$ cat src/rtl/div_unit.sv
// Multi-cycle 32-bit DIV/DIVU unit for the E stage: restoring division, one
// quotient bit per cycle, with pipeline stall, annul and divide-by-zero handling.
module div_unit (
  input  logic        clk,
  input  logic        rst,
  input  logic        start_i,
  input  logic        signed_i,
  input  logic [31:0] opa_i,
  input  logic [31:0] opb_i,
  input  logic        annul_i,
  output logic        stall_o,
  output logic        ready_o,
  output logic [63:0] result_o
);

  typedef enum logic [1:0] {
    IDLE = 2'd0,
    BUSY = 2'd1,
    DONE = 2'd2
  } state_e;

  state_e      state_q, state_d;
  logic [4:0]  cnt_q, cnt_d;
  logic [32:0] rem_q, rem_d;
  // Holds the dividend at start; quotient bits shift in from the right as dividend bits leave.
  logic [31:0] dvd_q, dvd_d;
  logic [31:0] dvs_q, dvs_d;
  logic        q_neg_q, q_neg_d;
  logic        r_neg_q, r_neg_d;
  logic [63:0] result_q, result_d;

  logic [32:0] rem_sh;
  logic [33:0] diff;
  logic        step_ok;
  logic [32:0] rem_nx;
  logic [31:0] quo_nx;
  logic        accept;

  always_comb begin
    // NOTE: every combinational output gets a default first so no path leaves it unassigned (no latch).
    state_d  = state_q;
    cnt_d    = cnt_q;
    rem_d    = rem_q;
    dvd_d    = dvd_q;
    dvs_d    = dvs_q;
    q_neg_d  = q_neg_q;
    r_neg_d  = r_neg_q;
    result_d = result_q;

    accept  = start_i & ~annul_i;
    rem_sh  = {rem_q[31:0], dvd_q[31]};
    diff    = {1'b0, rem_sh} - {2'b00, dvs_q};
    step_ok = ~diff[33];
    rem_nx  = step_ok ? diff[32:0] : rem_sh;
    quo_nx  = {dvd_q[30:0], step_ok};

    unique case (state_q)
      IDLE: begin
        if (accept) begin
          if (opb_i == 32'd0) begin
            result_d = {opa_i, 32'hFFFF_FFFF};
            state_d  = DONE;
          end else begin
            dvd_d   = (signed_i & opa_i[31]) ? -opa_i : opa_i;
            dvs_d   = (signed_i & opb_i[31]) ? -opb_i : opb_i;
            q_neg_d = (opa_i[31] ^ opb_i[31]) & signed_i;
            r_neg_d = opa_i[31] & signed_i;
            rem_d   = 33'd0;
            cnt_d   = 5'd0;
            state_d = BUSY;
          end
        end
      end
      BUSY: begin
        if (annul_i) begin
          state_d = IDLE;
        end else begin
          rem_d = rem_nx;
          dvd_d = quo_nx;
          cnt_d = cnt_q + 5'd1;
          if (cnt_q == 5'd31) begin
            result_d = {r_neg_q ? -rem_nx[31:0] : rem_nx[31:0],
                        q_neg_q ? -quo_nx       : quo_nx};
            state_d  = DONE;
          end
        end
      end
      DONE:    state_d = IDLE;
      default: state_d = IDLE;
    endcase
  end

  always_ff @(posedge clk or posedge rst) begin
    if (rst) begin
      state_q  <= IDLE;
      cnt_q    <= 5'd0;
      rem_q    <= 33'd0;
      dvd_q    <= 32'd0;
      dvs_q    <= 32'd0;
      q_neg_q  <= 1'b0;
      r_neg_q  <= 1'b0;
      result_q <= 64'd0;
    end else begin
      // NOTE: non-blocking assignments so every flop samples pre-edge values regardless of order.
      state_q  <= state_d;
      cnt_q    <= cnt_d;
      rem_q    <= rem_d;
      dvd_q    <= dvd_d;
      dvs_q    <= dvs_d;
      q_neg_q  <= q_neg_d;
      r_neg_q  <= r_neg_d;
      result_q <= result_d;
    end
  end

  // Outputs are gated by rst so they drop the moment reset rises, not at the next edge.
  assign stall_o  = ~rst & ~annul_i &
                    (((state_q == IDLE) & start_i) | (state_q == BUSY));
  assign ready_o  = ~rst & ~annul_i & (state_q == DONE);
  assign result_o = result_q;

endmodule

$ cat config.mk
export PLATFORM = sky130hd
export DESIGN_NAME = div_unit
export DESIGN_NICKNAME = d
export VERILOG_FILES = /design/src/rtl/div_unit.sv
export SDC_FILE = /design/constraint.sdc
export NUM_CORES = 1
export LEC_CHECK = 0
export ABC_AREA = 0
export BUFFER_PORTS_ARGS = -buffer_cell sky130_fd_sc_hd__buf_2
export CAP_MARGIN = 20
export CORE_ASPECT_RATIO = 1.2
export CORE_MARGIN = 3
export CORE_UTILIZATION = 45
export CTS_CLUSTER_DIAMETER = 200
export CTS_CLUSTER_SIZE = 40
export DETAILED_ROUTE_END_ITERATION = 8
export SLEW_MARGIN = 20
export SYNTH_ARGS = -nofsm -noshare
export SYNTH_HDL_FRONTEND = slang
export SYNTH_SLANG_ARGS = --single-unit
$ cat constraint.sdc
create_clock -name clk -period 6.1 [get_ports clk]
set_clock_uncertainty 0.1 [all_clocks]
set_input_delay 0.61 -clock clk [delete_from_list [all_inputs] [get_ports clk]]
set_output_delay 0.61 -clock clk [all_outputs]
set_load 0.01 [all_outputs]
==> results of run 1 <==
layout make-up:
cell class / count / area share (%)
Timing Repair Buffer: 152 / 5.914
Multi-Input combinational cell: 1218 / 54.09
Sequential cell: 169 / 31.04
Clock inverter: 11 / 0.8264
Inverter: 58 / 1.635
Tap cell: 335 / 3.076
Clock buffer: 20 / 3.425
final timing paths:
| check | from | to | slack, ns |
|---|---|---|---|
| setup / recovery | rem_q[19] | result_o[62] | 0.91 |
| hold / removal | rst | q_neg_q | 0.25 |
| setup reg to reg | rem_q[19] | result_o[62] | 0.91 |
| hold reg to reg | result_o[32] | result_o[32] | 0.38 |
| max in group asynchronous | rst | dvs_q[2] | 4.21 |
| min in group clk | opa_i[16] | result_o[48] | 0.37 |
worst register-to-register path: stages, from the launching register on:
cell and delay [ns]:
dfrtp_1 0.43, ha_1 0.39, a21oi_1 0.19, o21ai_0 0.16
a211oi_1 0.40, o221ai_1 0.33, or2_2 0.43, o21ai_0 0.31
ha_1 0.25, or3b_2 0.49, nor4_1 0.25, mux2i_1 0.24
a211oi_2 0.26, buf_4 0.17, nand4_1 0.11, o31ai_1 0.33
xnor2_1 0.16, o21ai_1 0.07
state kept, by name, indices dropped and copies added, names as in the netlist:
signal	cells
dvs_q	32
state_q	2
cnt_q	5
dvd_q	32
result_o	64
rem_q	32
r_neg_q	1
q_neg_q	1
cell usage after synthesis (4+ instances only):
master / n
a211o_1: 4
a211oi_1: 12
a21o_1: 6
a21oi_1: 170
a22o_1: 8
a31oi_1: 27
a41oi_1: 6
and2_1: 8
and3_1: 14
buf_1: 11
buf_2: 26
clkbuf_1: 50
dfrtp_1: 169
ha_1: 38
inv_1: 56
mux2i_1: 26
nand2_1: 176
nand2b_1: 10
nand3_1: 27
nand3b_1: 6
nand4_1: 20
nor2_1: 167
nor2b_1: 6
nor3_1: 31
nor4_1: 15
nor4b_1: 5
o211ai_1: 7
o21a_1: 14
o21ai_0: 156
o22ai_1: 4
o311ai_0: 4
o31ai_1: 24
o41ai_1: 8
or2_2: 4
or3_1: 16
or4_1: 7
xnor2_1: 53
xor2_1: 72
report_power, final:
group          total [W]  switching [W]  leakage (nW)  internal (W)
logic           0.000941       0.000596          3.57      0.000345
clock network    0.00108       0.000479         0.272      0.000598
registers        0.00135       0.000118          2.12       0.00124
total            0.00337        0.00119          5.96       0.00218
routing by layer:
layer	vias up	routed length [um]	track usage, %
met4	0	601	6.254
met1	5320	15920	31.73
met2	254	17250	41.89
met5	-	0	0
met3	30	1278	2.721
li1	5633	-	-
kinds of logic (layout without fill, tap and decap cells):
logic type | Yosys count | after routing | synth area share, %
AO/OA/AOI/OAI | 485 | 485 | 23.84
XOR/XNOR | 125 | 125 | 9.011
adder cells (fa/ha/maj) | 39 | 39 | 4.078
buffers and inverters | 145 | 241 | 4.748
flip-flops | 169 | 169 | 34.81
multiplexers | 28 | 28 | 2.327
AND/OR/NAND/NOR | 541 | 541 | 21.18
per-stage QoR:
step	cells	total power [W]
after floorplan	1532	0.002033
after CTS	1963	0.003396
after detailed placement	1932	0.002311
final	1963	0.003371
after global routing	1963	0.003577
after global placement	1932	0.002297
==> results.md, run 1 <==
- Slew margin rel.: 20.74%
- Synth Area per Inst: 7.930 um^2
- Hold buffers post-CTS: 0
- Most common cell after layout, fill and taps aside: nand2_1
- Setup_tns: 0 ns
- Dpl hpwl: 26280 um
- Clock sink total: 169
- Post-synth EDFFs: 0
- DRT Wirelength: 35050 um
- Clock transition at path regs: 0.06 ns
- Setup WS pre-CTS: 0.9767 ns
- WP depth: 17
- Postcts setup bufs: 0
- Reg area: 0.004229 mm^2
- Congestion Overflow GR: 0
- First-pass GRT wire length: 56020 um
- Placed cell areas: 0.01305 mm^2
- Crit path max fanout: 6
- Drt initial violations: 711
- Largest cells by area after synthesis: dfrtp_1 (35%), a21oi_1 (7.0%), o21ai_0 (6.4%), nand2_1 (5.4%), xor2_1 (5.2%)
- Hold Vio Cnt, Final: 0
- Post-synth top area share: 34.81%
- Initial Util: 45.96%
- Critical path's slowest cell: or3b_2
- Max Cap Violations: 0
- Routability-driven placement congestion ratio: 0.8847
- Height of the chip: 186.0 um
- Initial antenna violation count: 0
- Lkg Pwr: 5.959 nW
- Via count: 11240
- Period minus WS final: 5.189 ns
- Main synth FF type: dfrtp_1
- Startpoint Class: flip-flop
- Cell taking the most area after synthesis: dfrtp_1
- Multi-input logic area: 0.007370 mm^2
- Gates resized, CTS repair: 0
- Post-route DRC: 0
- Fin util: 51.55%
- Slew Viols, Final: 0
- Final setup violation count: 0
- TritonCTS buffer count: 17
- Post-synthesis sequential area ratio: 34.81%
- Layout cell share with drive strength beyond 1: 13.27%
- Crit. End Element: flip-flop
- Crit path DAT: 5.41 ns
- Nets: 1724
- Worst-Skew Late Latency: 0.44 ns
- Unrepaired setup endpoints after global routing: false
- Asr flop ratio synth: 100.0%
- P&R area growth vs syn: 12.15%
- Commonest non-fill, non-tap cells in the layout: nand2_1 (175), a21oi_1 (170), dfrtp_1 (169)
- Slowest Stage Delay on Critical Path: 0.49 ns
- CP Class: reg -> reg
- Largest net degree at the start of global routing: 103
- Final instance area: 0.01363 mm^2
- Req. time, crit path: 6.32 ns
- Crit path max-delay family: compound AO/OA/AOI/OAI gates
- Yosys cell types: 78
- DRT antenna net count: 0
- ANT cells: 0
- Outcome: completed
- I/O Buffers: 134
- Final hold slack: 0.2462 ns
- Root Driver: clkbuf_16
- Number of buffers and inverters on the critical path: 1
- Setup ws final: 0.9112 ns
- FF+latch count, synth: 169
- Crit-path cells: ha_1 -> a21oi_1 -> o21ai_0 -> a211oi_1 -> o221ai_1 -> or2_2 -> o21ai_0 -> ha_1 -> or3b_2 -> nor4_1 -> mux2i_1 -> a211oi_2 -> buf_4 -> nand4_1 -> o31ai_1 -> xnor2_1 -> o21ai_1
- Mapped Cells: 1532
- Chip Width: 156.0 um
- Cell Rows: 65
- Worst vdd ir: 0.0001719 V
- Die area: 0.02901 mm^2
- Synth Net Count: 1640
- DRT Pass-1 Iters: 5
- Vias in the first global route: 10400
- IO Pins: 135
- CTS tree: done
- Syn. warnings: 0
- Fillers: 2611
- Slew @ Worst Pin: 1.159 ns
- Routed len/inst: 17.85 um
- Worst-case reg-to-reg path depth: 17
- Power Density: 247.4 mW/mm^2
- Fin crit share: 85.06%
- Max Clk Rate: 192.7 MHz
- Worst min path class: in -> async
- CTS H-tree depth: 4
- Gr usage total: 24.01%
- Clock Path Buffers: 2
- Core area: 0.02643 mm^2
- Mapped cell area: 0.01215 mm^2
- Vias per Instance: 5.724
(Power assumes the default switching activity.)
==> run 2: changes to the inputs <==
--- a/config.mk
+++ b/config.mk
@@ -6,14 +6,13 @@
 export NUM_CORES = 1
 export LEC_CHECK = 0
 export ABC_AREA = 0
-export BUFFER_PORTS_ARGS = -buffer_cell sky130_fd_sc_hd__buf_2
-export CAP_MARGIN = 20
 export CORE_ASPECT_RATIO = 1.2
 export CORE_MARGIN = 3
 export CORE_UTILIZATION = 45
 export CTS_CLUSTER_DIAMETER = 200
 export CTS_CLUSTER_SIZE = 40
 export DETAILED_ROUTE_END_ITERATION = 8
+export DONT_BUFFER_PORTS = 1
 export SLEW_MARGIN = 20
 export SYNTH_ARGS = -nofsm -noshare
 export SYNTH_HDL_FRONTEND = slang
==> constraint.sdc (replaced) <==
create_clock -name clk -period 6.1 [get_ports clk]
set_clock_uncertainty 0.1 [all_clocks]
set_input_delay 1.22 -clock clk [delete_from_list [all_inputs] [get_ports clk]]
set_output_delay 1.22 -clock clk [all_outputs]
set_load 0.01 [all_outputs]
==> run 2 against run 1 <==
  * Worst setup slack improved by 0.012 ns
  * Count of clock-buffer cells in the layout fell by 1
  * Wire length fell by 3.8%
  * Maximum frequency rose by 0.24%
  * Final area fell by 4.3%
  * Critical path depth did not move
  * Non-clock buffer count fell by 135
  * Clock power rose by 11%
  * Register-to-register slack barely moved
  * Sequential share of layout area rose by 1.4 points
  * Utilization fell by 2.2 points
  * Critical path type unchanged
  * Critical endpoint is now result_o[60]
==> results.md, run 2 (synthesis gave the netlist of run 1 again) <==
- Outcome: completed
- CTS tree: done
- Worst min path class: reg -> reg
- Clock sink total: 169
- Die area: 0.02901 mm^2
- Slew Viols, Final: 0
- Worst-case reg-to-reg path depth: 17
- Gates resized, CTS repair: 0
- Initial Util: 45.96%
- Worst-Skew Late Latency: 0.45 ns
- Clock transition at path regs: 0.07 ns
- P_int: 0.002265 W
- First-pass GRT wire length: 54830 um
- Nets: 1589
- Reg area: 0.004229 mm^2
- Routed len/inst: 18.44 um
- Vias per Instance: 5.846
- Hold endpoint: dvs_q[25]
- Chip Width: 156.0 um
- Vias in the first global route: 10260
- Max Cap Violations: 0
- Power Density: 263.1 mW/mm^2
- TritonCTS buffer count: 17
- DRT Pass-1 Iters: 5
- CTS H-tree depth: 4
- Core area: 0.02643 mm^2
- Commonest non-fill, non-tap cells in the layout: nand2_1 (175), a21oi_1 (170), dfrtp_1 (169)
- Unrepaired setup endpoints after global routing: false
- Post-route DRC: 0
- Clock Path Buffers: 2
- Startpoint Class: flip-flop
- Placed cell areas: 0.01239 mm^2
- Crit path DAT: 5.40 ns
- Routability-driven placement congestion ratio: 0.9192
- Comb power frac: 25.1%
- Initial antenna violation count: 1
- Final instance area: 0.01304 mm^2
- Largest register FFs: 64
- Via count: 10690
- Congestion Overflow GR: 0
- CP Class: reg -> reg
- Fillers: 2598
- Height of the chip: 186.0 um
- Psw: 0.001165 W
- Crit path max fanout: 8
- Largest net degree at the start of global routing: 96
- Lkg Pwr: 5.437 nW
- Drt initial violations: 870
- Hold Vio Cnt, Final: 0
- Worst vdd ir: 0.0001654 V
- Most common cell after layout, fill and taps aside: nand2_1
- DRT antenna net count: 0
- Max Clk Rate: 193.2 MHz
- FF-to-FF End: result_o[60]
- Postcts setup bufs: 0
- Slew margin rel.: 33.18%
- Fin crit share: 84.86%
- P&R area growth vs syn: 7.312%
- Period minus WS final: 5.177 ns
- Req. time, crit path: 6.32 ns
- I/O Buffers: 0
- R2R Path Start: rem_q[19]
- R2R Setup Slk: 0.92 ns
- Slew @ Worst Pin: 1.002 ns
- Sequential share of power: 39.9%
- Switching share of power: 33.97%
- Setup_tns: 0 ns
- IO Pins: 135
- Dpl hpwl: 25510 um
- Clk network pwr share: 35.0%
- Hold path cells: 2
- Root Driver: clkbuf_16
- Hold Crit Start: dvs_q[25]
- Gr usage total: 23.45%
- DRT Wirelength: 33730 um
- Multi-input logic area: 0.007370 mm^2
- Layout cell share with drive strength beyond 1: 5.489%
- Cell Rows: 65
- ANT cells: 0
- Final setup violation count: 0
- Hold buffers post-CTS: 0
- Crit. End Element: flip-flop
run 2: changes by cell type in the layout (fill, tap and decap cells not counted), sizes merged:
cell and change:
clkinv +1, inv -1, buf -135, clkinvlp -1, clkbuf -1, bufinv +3
run 2: metal layers:
metal / vias to the layer above / track usage [%] / part of all wire (%)
met3: 49 / 4.163 / 5.7
li1: 5357 / - / -
met4: 0 / 7.173 / 2.6
met1: 4983 / 31.33 / 45
met2: 304 / 38.89 / 47
met5: - / 0 / 0
run 2: worst max path at each step:
stage,start,end,cells after the start
final,rem_q[19],result_o[60],17
after global routing,rem_q[19],result_o[60],17
after CTS,rem_q[19],result_o[60],17
after detailed placement,opb_i[0],result_o[63],14
after global placement,opb_i[0],result_o[63],14
after floorplan,rst,cnt_q[0],1
run 2: cell type report:
cell class,instances,share of cell area (%)
Clock buffer,19,3.474
Timing Repair Buffer,17,1.171
Sequential cell,169,32.44
Multi-Input combinational cell,1218,56.53
Inverter,58,1.708
Tap cell,335,3.215
Clock inverter,13,1.468
run 2: worst max-delay path, cell delays in order, from the launching register on:
cell	delay, ns
dfrtp_1	0.43
ha_1	0.40
a21oi_1	0.21
o21ai_0	0.18
a211oi_1	0.38
o221ai_1	0.25
or2_2	0.42
o21ai_0	0.34
ha_1	0.25
or3b_2	0.48
nor4_1	0.26
mux2i_1	0.24
a211oi_2	0.25
buf_4	0.17
nand4_1	0.12
o31ai_1	0.31
xnor2_1	0.16
o22ai_1	0.10
run 2: power by group through the flow:
stage	Combinational (W)	Clock, W	Sequential (W)
CTS	0.000863	0.00122	0.00137
global route	0.000988	0.00127	0.00139
detailed placement	0.000859	0	0.00139
finish	0.000862	0.00120	0.00137
floorplan	0.000687	0	0.00135
global placement	0.000847	0	0.00138
run 2: through the flow:
stage	setup WS (ns)	std cells	utilization, %	total power [W]	hold WS (ns)
6_report	0.9234	1829	49.33	0.003430	0.3790
3_5_place_dp	0.6291	1797	46.88	0.002248	0.3719
2_1_floorplan	0.2049	1532	-	0.002033	0.3485
4_1_cts	0.9553	1829	49.32	0.003450	0.3870
5_1_grt	0.4583	1829	49.33	0.003646	0.4168
3_3_place_gp	0.7193	1797	46.88	0.002231	0.3633
